## config.mk

```make
export PLATFORM = sky130hd
export DESIGN_NAME = ysyx_ifu_l1i
export DESIGN_NICKNAME = d
export VERILOG_FILES = /design/src/rtl/ysyx_ifu_pkg.sv /design/src/rtl/ysyx_l1i_array.sv /design/src/rtl/ysyx_ifu_l1i.sv
export SDC_FILE = /design/constraint.sdc
export NUM_CORES = 2
export LEC_CHECK = 0
export ABC_CLOCK_PERIOD_IN_PS = 8400
export CAP_MARGIN = 10
export CORE_MARGIN = 4
export CORE_UTILIZATION = 55
export CTS_BUF_LIST = sky130_fd_sc_hd__clkbuf_16
export CTS_CLUSTER_SIZE = 12
export DETAILED_ROUTE_END_ITERATION = 7
export PLACE_DENSITY_LB_ADDON = 0.1
export SYNTH_ARGS = -nofsm -noshare
export SYNTH_HDL_FRONTEND = slang
export SYNTH_SLANG_ARGS = --single-unit
```

## constraint.sdc

```tcl
create_clock -name clk -period 8.4 [get_ports clk]
set_input_delay 1.68 -clock clk [delete_from_list [all_inputs] [get_ports clk]]
set_output_delay 1.68 -clock clk [all_outputs]
set_load 0.02 [all_outputs]
```

## src/rtl/ysyx_ifu_pkg.sv

```systemverilog
// ysyx_ifu_pkg: shared FSM states, address-split width helpers and a pc field extractor
package ysyx_ifu_pkg;
  typedef enum logic [2:0] {IDLE, LOOKUP, REFILL_AR, REFILL_R, RESP, DRAIN} state_t;
  function automatic int off_w(input int line_words);
    return $clog2(line_words);
  endfunction
  function automatic int idx_w(input int sets);
    return $clog2(sets);
  endfunction
  function automatic int tag_w(input int addr_w, input int sets, input int line_words);
    return addr_w - $clog2(sets) - $clog2(line_words) - 2;
  endfunction
  function automatic logic [63:0] pc_field(input logic [63:0] pc, input int lsb, input int w);
    return (pc >> lsb) & ((64'd1 << w) - 64'd1);
  endfunction
endpackage

```

## src/rtl/ysyx_l1i_array.sv

```systemverilog
// ysyx_l1i_array: direct-mapped tag/valid/data storage, combinational read, one write port, global invalidate
module ysyx_l1i_array #(
  parameter int DATA_W = 32,
  parameter int SETS = 16,
  parameter int LINE_WORDS = 4,
  parameter int TAG_W = 24,
  parameter int IDX_W = 4,
  parameter int OFF_B = 2
) (
  input  logic              clk,
  input  logic              rst,
  input  logic [IDX_W-1:0]  idx,
  input  logic [TAG_W-1:0]  tag,
  output logic              hit,
  input  logic [OFF_B-1:0]  rd_off,
  output logic [DATA_W-1:0] rd_data,
  input  logic              wr_en,
  input  logic [OFF_B-1:0]  wr_off,
  input  logic [DATA_W-1:0] wr_data,
  input  logic              tag_we,
  input  logic              vld_we,
  input  logic              vld_in,
  input  logic              inv_all
);
  localparam int AW = $clog2(SETS * LINE_WORDS);
  logic [DATA_W-1:0] data [SETS*LINE_WORDS];
  logic [TAG_W-1:0]  tags [SETS];
  logic [SETS-1:0]   valid;
  logic [AW-1:0]     rd_a, wr_a;
  assign rd_a = AW'(int'(idx) * LINE_WORDS + int'(rd_off));
  assign wr_a = AW'(int'(idx) * LINE_WORDS + int'(wr_off));
  assign rd_data = data[rd_a];
  assign hit = valid[idx] && tags[idx] == tag;
  always_ff @(posedge clk) begin
    if (wr_en) data[wr_a] <= wr_data;
    if (tag_we) tags[idx] <= tag;
  end
  // invalidate-all beats a same-cycle valid write so fence_i always wins
  always_ff @(posedge clk) begin
    if (rst || inv_all) valid <= '0;
    else if (vld_we) valid[idx] <= vld_in;
  end
endmodule

```

## src/rtl/ysyx_ifu_l1i.sv

```systemverilog
// ysyx_ifu_l1i: fetch unit with direct-mapped L1 I-cache and word-by-word line refill
// Optional perf_hit/perf_miss counters when YSYX_IFU_L1I_PERF_EN is defined.
module ysyx_ifu_l1i
  import ysyx_ifu_pkg::*;
#(
  parameter int ADDR_W = 32,
  parameter int DATA_W = 32,
  parameter int SETS = 16,
  parameter int LINE_WORDS = 4
) (
  input  logic              clk,
  input  logic              rst,
  input  logic              req_valid,
  output logic              req_ready,
  input  logic [ADDR_W-1:0] req_pc,
  output logic              out_valid,
  input  logic              out_ready,
  output logic [DATA_W-1:0] out_inst,
  output logic [ADDR_W-1:0] out_pc,
  input  logic              kill,
  input  logic              fence_i,
  output logic              bus_arvalid,
  input  logic              bus_arready,
  output logic [ADDR_W-1:0] bus_araddr,
  input  logic              bus_rvalid,
  input  logic [DATA_W-1:0] bus_rdata
`ifdef YSYX_IFU_L1I_PERF_EN
  ,
  output logic [31:0]       perf_hit,
  output logic [31:0]       perf_miss
`endif
);
  localparam int OFF_W = off_w(LINE_WORDS);
  localparam int IDX_W = idx_w(SETS);
  localparam int TAG_W = tag_w(ADDR_W, SETS, LINE_WORDS);
  localparam int OFF_B = OFF_W > 0 ? OFF_W : 1;
  state_t state, nxt;
  logic [ADDR_W-1:0] pc_q;
  logic [OFF_B-1:0]  k, off;
  logic [IDX_W-1:0]  idx;
  logic [TAG_W-1:0]  tag;
  logic              poison, hit, last, wr_en, tag_we, vld_we, vld_in;
  assign tag = TAG_W'(pc_field(64'(pc_q), ADDR_W - TAG_W, TAG_W));
  assign idx = IDX_W'(pc_field(64'(pc_q), OFF_W + 2, IDX_W));
  assign off = OFF_B'(pc_field(64'(pc_q), 2, OFF_W));
  assign last = k == OFF_B'(LINE_WORDS - 1);
  assign out_pc = pc_q;
  assign bus_araddr = {pc_q[ADDR_W-1:OFF_W+2], {(OFF_W + 2){1'b0}}} | (ADDR_W'(k) << 2);
  ysyx_l1i_array #(
    .DATA_W(DATA_W), .SETS(SETS), .LINE_WORDS(LINE_WORDS),
    .TAG_W(TAG_W), .IDX_W(IDX_W), .OFF_B(OFF_B)
  ) u_array (
    .clk(clk), .rst(rst), .idx(idx), .tag(tag), .hit(hit),
    .rd_off(off), .rd_data(out_inst),
    .wr_en(wr_en), .wr_off(k), .wr_data(bus_rdata),
    .tag_we(tag_we), .vld_we(vld_we), .vld_in(vld_in), .inv_all(fence_i)
  );
  always_comb begin
    nxt = state;
    req_ready = 1'b0;
    out_valid = 1'b0;
    bus_arvalid = 1'b0;
    wr_en = 1'b0;
    tag_we = 1'b0;
    vld_we = 1'b0;
    vld_in = 1'b0;
    case (state)
      IDLE: begin
        req_ready = 1'b1;
        if (req_valid) nxt = LOOKUP;
      end
      LOOKUP: begin
        if (kill) nxt = IDLE;
        else if (hit) begin
          out_valid = 1'b1;
          nxt = out_ready ? IDLE : RESP;
        end else begin
          vld_we = 1'b1;
          nxt = REFILL_AR;
        end
      end
      REFILL_AR: begin
        bus_arvalid = !kill;
        if (kill) nxt = IDLE;
        else if (bus_arready) nxt = REFILL_R;
      end
      REFILL_R: begin
        if (bus_rvalid) begin
          wr_en = 1'b1;
          tag_we = !kill && last;
          vld_we = !kill && last;
          vld_in = !poison;
          nxt = kill ? IDLE : last ? RESP : REFILL_AR;
        end else if (kill) nxt = DRAIN;
      end
      RESP: begin
        out_valid = !kill;
        if (kill || out_ready) nxt = IDLE;
      end
      DRAIN: if (bus_rvalid) nxt = IDLE;
      default: nxt = IDLE;
    endcase
  end
  always_ff @(posedge clk) begin
    if (rst) begin
      state <= IDLE;
      k <= '0;
      poison <= 1'b0;
    end else begin
      state <= nxt;
      if (req_ready && req_valid) pc_q <= req_pc;
      k <= state == LOOKUP ? '0 : (state == REFILL_R && bus_rvalid) ? k + 1'b1 : k;
      poison <= state == LOOKUP ? 1'b0 : poison | (fence_i && (state == REFILL_AR || state == REFILL_R));
    end
  end
`ifdef YSYX_IFU_L1I_PERF_EN
  always_ff @(posedge clk) begin
    if (rst) begin
      perf_hit <= '0;
      perf_miss <= '0;
    end else begin
      perf_hit <= perf_hit + 32'(state == LOOKUP && hit && perf_hit != '1);
      perf_miss <= perf_miss + 32'(state == LOOKUP && !hit && perf_miss != '1);
    end
  end
`endif
endmodule
```

; ---- Yosys cells after proc, flatten, opt, wreduce, memory -nomap -nowiden
; Memory sizes are Yosys's and may differ from the RTL's. A register that Yosys moved wholly into a read port is not among the register bits.
; Index checks and enable logic that the tools add are counted.
[word_totals]
register_bits = 54
ram_bits = 2432
inputBits = 72
output_inout_bits = 99
word_cells = 79
memories = 2
[memory_table]
columns = memory, depth, width, rd, rd_clocked_by_memory_dff, wr, line
row1 = u_array.data, 64, 32, 1, 0, 1, ysyx_l1i_array.sv:26  ; logic [DATA_W-1:0] data [SETS*LINE_WORDS];
row2 = u_array.tags, 16, 24, 1, 1, 1, ysyx_l1i_array.sv:27  ; logic [TAG_W-1:0] tags [SETS];
[op_classes]
addsub = 3
magnitude_cmp = 2
n_eq_ne = 12
muxes = 37
n_bitwise = 3
reduce_logical = 15
[ops]
columns = op, count
row1 = two-way mux 3 bit, 12
row2 = bitwise OR 32 x 4 -> 32 bit, 1
row3 = equality test 24 bit, 1
row4 = two-way mux 1 bit, 18
row5 = one-hot mux 3 bit (6 select lines), 1
row6 = bitwise mux 16 bit, 1
row7 = adder 6 x 2 -> 6 bit, 2
row8 = equality test 3 x 2 -> 1 bit (second input constant), 2
row9 = equality test 3 bit (second input constant), 2
row10 = logical AND 1 bit, 6
row11 = != test 2 bit (second input constant), 3
row12 = != test 3 bit (second input constant), 2
row13 = < comparator 4 x 5 -> 1 bit (second input constant), 1
row14 = AND reduction 5 bit, 1
row15 = binary-select mux 1 bit (select 4 bit), 1
row16 = demux 1 bit (select 4 bit), 1
row17 = >= comparator 4 x 1 -> 1 bit (second input constant), 1
row18 = two-way mux 4 bit, 1
row19 = one-hot mux 1 bit (2 select lines), 2
row20 = equality test 3 x 1 -> 1 bit (second input constant), 1
row21 = logical NOT 3 bit, 1
row22 = logical OR 1 bit, 3
row23 = adder 2 x 1 -> 2 bit (second input constant), 1
row24 = equality test 2 bit (second input constant), 1
row25 = other kinds (5), 6

; ---- Longest topological paths before layout
[logic_depth]
depth_word = 6
ltp_mapped = 14
depth_no_buf = 9

; ---- Modules after synthesis
; A second synthesis with hierarchy kept.
[hier_totals]
hier_cells = 4220
hier_area_um2 = 95559.1
[by_module_without_submodules]
columns = module, instances, cells_each, area_each_um2
row1 = ysyx_l1i_array, 1, 4105, 93971.4
row2 = ysyx_ifu_l1i, 1, 115, 1587.8

; ---- Worst setup path before layout
; Ideal clock, no wire load.
[synth_path]
path_type = register to output
from = register pc_q[2] (netlist: out_pc[2])
to = output port out_inst[29]
arrival_time_ns = 3.140
required_time_ns = 6.720
slack_ns = 3.580
stages_incl_launch_ff = 10
cell_sequence = edfxtp_1 > clkbuf_1 > buf_2 > buf_1 > buf_2 > mux4_2 > a221oi_1 > o21ai_0 > nor2_1 > o221ai_1
[synth_via]
elab_chain_cells = 2
[synth_lines]
columns = item, line
row1 = start: declaration, ysyx_ifu_l1i.sv:38  ; logic [ADDR_W-1:0] pc_q;
row2 = start signal: assignment, ysyx_ifu_l1i.sv:111  ; if (req_ready && req_valid) pc_q <= req_pc;
row3 = adder 6 x 2 -> 6 bit, ysyx_l1i_array.sv:30  ; assign rd_a = AW'(int'(idx) * LINE_WORDS + int'(rd_off));
row4 = memory read (64 x 32 bit), --
row5 = end: declaration, ysyx_ifu_l1i.sv:18  ; output logic [DATA_W-1:0] out_inst,
; Every way passes these cells.

; ---- Final worst setup path
[layout_path]
from = register pc_q[6] (netlist: out_pc[6])
to = output port out_inst[6]
; The elaborated chain is that of the path after synthesis.

==> flow_metrics.py <==
metrics = {
    "floorplan": {
        "die_y_um": 425,
        "die-area_um2": 181000,
        "io_pins": 171,
        "rows": 152,
        "initial_core_util_pct": 55.5,
        "chipWidth_um": 425,
        "core_um2": 172000,
    },
    "timing": {
        "period_minus_slack_ns": 7.12,
        "skew_ns": 0.0318,
        "fmax_mhz": 140,
        "holdWs_ns": 0.466,
        "rsz0062_at_grt": "false",
        "final-hold-violation-count": 0,
        "setup_viol": 0,
        "finalCritPeriodShare_pct": 84.8,
        "slew_violations": 0,
        "worst_slew_pin_slew_ns": 1.31,
        "setup_tns_ns": 0,
        "slew_headroom_pct": 12.7,
    },
    "route": {
        "ant_nets": 0,
        "dr_total_vias": 47300,
        "drt-initial-drc-count": 7116,
        "drc": 0,
        "vias_per_cell": 6.78,
        "wl_per_cell_um": 37.5,
        "drt_pass1_iterations": 6,
        "drt-total-wl_um": 262000,
    },
    "clocking": {
        "cts_setup_buffers": 0,
        "clk_latency_ns": 0.91,
        "cts-root-buf": "clkbuf_16",
        "cts_resized": 0,
        "clk_pin_slew_ns": 0.06,
        "ctsHtreeMaxLevel": 5,
        "cts.sinks": 2490,
        "hold_buffers": 0,
        "cts_inserted_buffers": 274,
        "cts_tree": "yes",
        "clk_path_buf_depth": 4,
    },
    "logic_synthesis": {
        "ys_types": 75,
        "syn_inst": 4170,
        "yosys_warnings": 0,
        "synthSimpleGateAreaFrac_pct": 1.61,
        "muxShareOfSynthArea_pct": 16.8,
        "synth_top_area_share_pct": 77.4,
        "synthFlopType": "edfxtp_1",
        "synth_fa_ha_area_share_pct": 0.0131,
        "synth_area_leader_cell": "edfxtp_1",
        "synth_edf_count": 2464,
        "async_reset_ff_share_pct": 0,
        "synth_top_family_by_area": "multiplexers",
        "synth-compound-area-share_pct": 1.98,
        "avgSynthCellArea_um2": 22.9,
        "synth_xor_area_share_pct": 0.266,
        "yosysSeqAreaShare_pct": 78.0,
        "ys_top_cells_by_area": "edfxtp_1 77%, mux4_2 15%, mux2i_1 1.2%, dfxtp_1 0.54%, a22oi_1 0.49%",
        "synth_area_um2": 95600,
        "synth-seq-cells": 2490,
    },
    "pwr": {
        "p_leak_nw": 34.0,
        "powerDensity_nw_per_um2": 245,
        "peakVddDrop_v": 0.000214,
    },
    "finish": {
        "fin_nets": 4588,
        "drive_above_1_share_pct": 27.2,
        "mostFrequentLayoutCells": "2464 x edfxtp_1, 650 x mux4_2, 282 x clkbuf_16",
        "areaGrowthSynthToFinish_pct": 13.5,
        "stdcell_area_um2": 108000,
        "final_common_cell": "edfxtp_1",
    },
    "flow_run": {
        "maxCapViolations": 0,
    },
    "min_path": {
        "min_from": "poison$_SDFF_PP0_",
        "holdPathEnd": "poison$_SDFF_PP0_",
        "hp-class": "reg -> reg",
        "hold_path_depth": 2,
    },
    "grt": {
        "antenna_found_initial": 16,
        "grt_max_degree": 115,
        "grt_pass1_wl_um": 367000,
        "first_global_vias": 47000,
        "grt_usage_pct": 29.3,
        "grt_overflow": 0,
    },
    "place": {
        "io_buffer_count": 168,
        "hpwl_um": 145000,
        "gp_congestion": 0.809,
        "place_area_um2": 101000,
    },
    "setup_path": {
        "worst_setup_path_start_kind": "register",
        "r2r_cells": 6,
        "arrival_ns": 5.44,
        "cp.required_ns": 6.72,
        "endpoint_kind": "output port",
        "regToRegStartpoint": "state[0]$_SDFFE_PP0P_",
        "worstSetupPathType": "reg -> out",
        "crit_fanout": 12,
        "reg2reg_to": "u_array.data[63][15]$_DFFE_PP_",
        "rrSetupSlack_ns": 3.72,
    },
    "run_status": {
        "outcome": "finished, final reports clean",
    },
}
[flip-flops by register name, indices dropped and copies added (netlist names), named ones only]
register and flops:
u_array.data 2048, k 2, poison 1, u_array.tags 384, out_pc 32, state 3, u_array.valid 16
[final cells by class]
| cell class | count | area, um2 |
|---|---|---|
| timing repair buffer | 321 | 2830 |
| multi-input combinational | 1419 | 20400 |
| fill | 11600 | 63700 |
| clock buffer | 282 | 7060 |
| antenna | 6 | 15.0 |
| clock inverter | 138 | 678 |
| tap | 2310 | 2890 |
| sequential | 2490 | 74500 |
| inverter | 9 | 36.3 |
[power breakdown]
group | internal [mW] | switching, mW | leakage, nW
clock | 6.11 | 4.53 | 4.08
combinational | 0.898 | 1.18 | 7.56
sequential | 13.7 | 0.148 | 22.4
[synthesized netlist by cell type (3+ instances only)]
master,n
o2111ai_1,3
nand2b_1,14
buf_4,37
dfxtp_1,26
mux2_2,21
a221o_1,5
o211ai_1,12
xor2_1,9
o221ai_1,4
a221oi_1,6
nand3_1,38
buf_2,37
a22o_1,17
nor2_1,106
clkbuf_1,117
nand4_1,8
a222oi_1,5
and2_1,8
o21ai_0,58
buf_6,7
or3_1,5
buf_1,51
o22ai_1,7
a21oi_1,28
a31o_1,12
a211oi_1,7
o32a_1,3
mux2i_1,117
o311ai_0,3
nor3_1,17
a32oi_1,8
inv_1,6
or2_2,4
xnor2_1,20
edfxtp_1,2464
a211o_1,3
nor2b_1,13
a22oi_1,63
and3_1,6
nand2_1,102
mux4_2,650
[how the worst max path moves through the flow]
stage | start | end | slack, ns | cells past startpoint
after floorplan | out_pc[2]$_DFFE_PP_ | out_inst[29] | 3.58 | 9
after global placement | out_pc[2]$_DFFE_PP_ | out_inst[7] | 2.30 | 7
after detailed placement | out_pc[2]$_DFFE_PP_ | out_inst[7] | 2.29 | 7
after CTS | out_pc[2]$_DFFE_PP_ | out_inst[7] | 1.29 | 7
after global routing | register | out_valid | 1.13 | 10
final | out_pc[6]$_DFFE_PP_ | out_inst[6] | 1.28 | 9
[logic make-up after synthesis]
kind of cell	after synthesis
other cells	1
simple gates	336
compound gates	261
mux	790
buf+inv	262
xor+xnor	29
fa+ha+maj	1
flops	2490
[metrics by stage]
step	utilization [%]	worst slack, ns	power (mW)	cells
after CTS	63.0	1.29	26.8	6968
after floorplan	-	3.58	15.4	4171
after global placement	58.5	2.30	16.2	6546
after detailed placement	58.5	2.29	16.2	6548
final	63.0	1.28	26.6	6975
after global routing	63.0	1.13	27.4	6971
[metal layers]
metal  share of wire [%]  vias up  global-route usage (%)  wire, um
li1                    -    18400                       -         -
met1                  39    25600                    42.9    103000
met2                  47     2742                    44.8    123000
met3                 9.9      528                    6.03     26000
met4                 3.8        8                    10.1      9840
met5               0.021        -                       0        55
[critical path: stages (launching register included)]
cell and delay, ns:
edfxtp_1 0.90, inv_2 0.11, nor2_2 0.53, buf_4 0.40, and3_1 0.95, a22oi_1 0.23, nand4_1 0.16, a21oi_1 0.05
o21ai_0 0.42, clkdlybuf4s50_1 0.77
(Power assumes the default switching activity.)
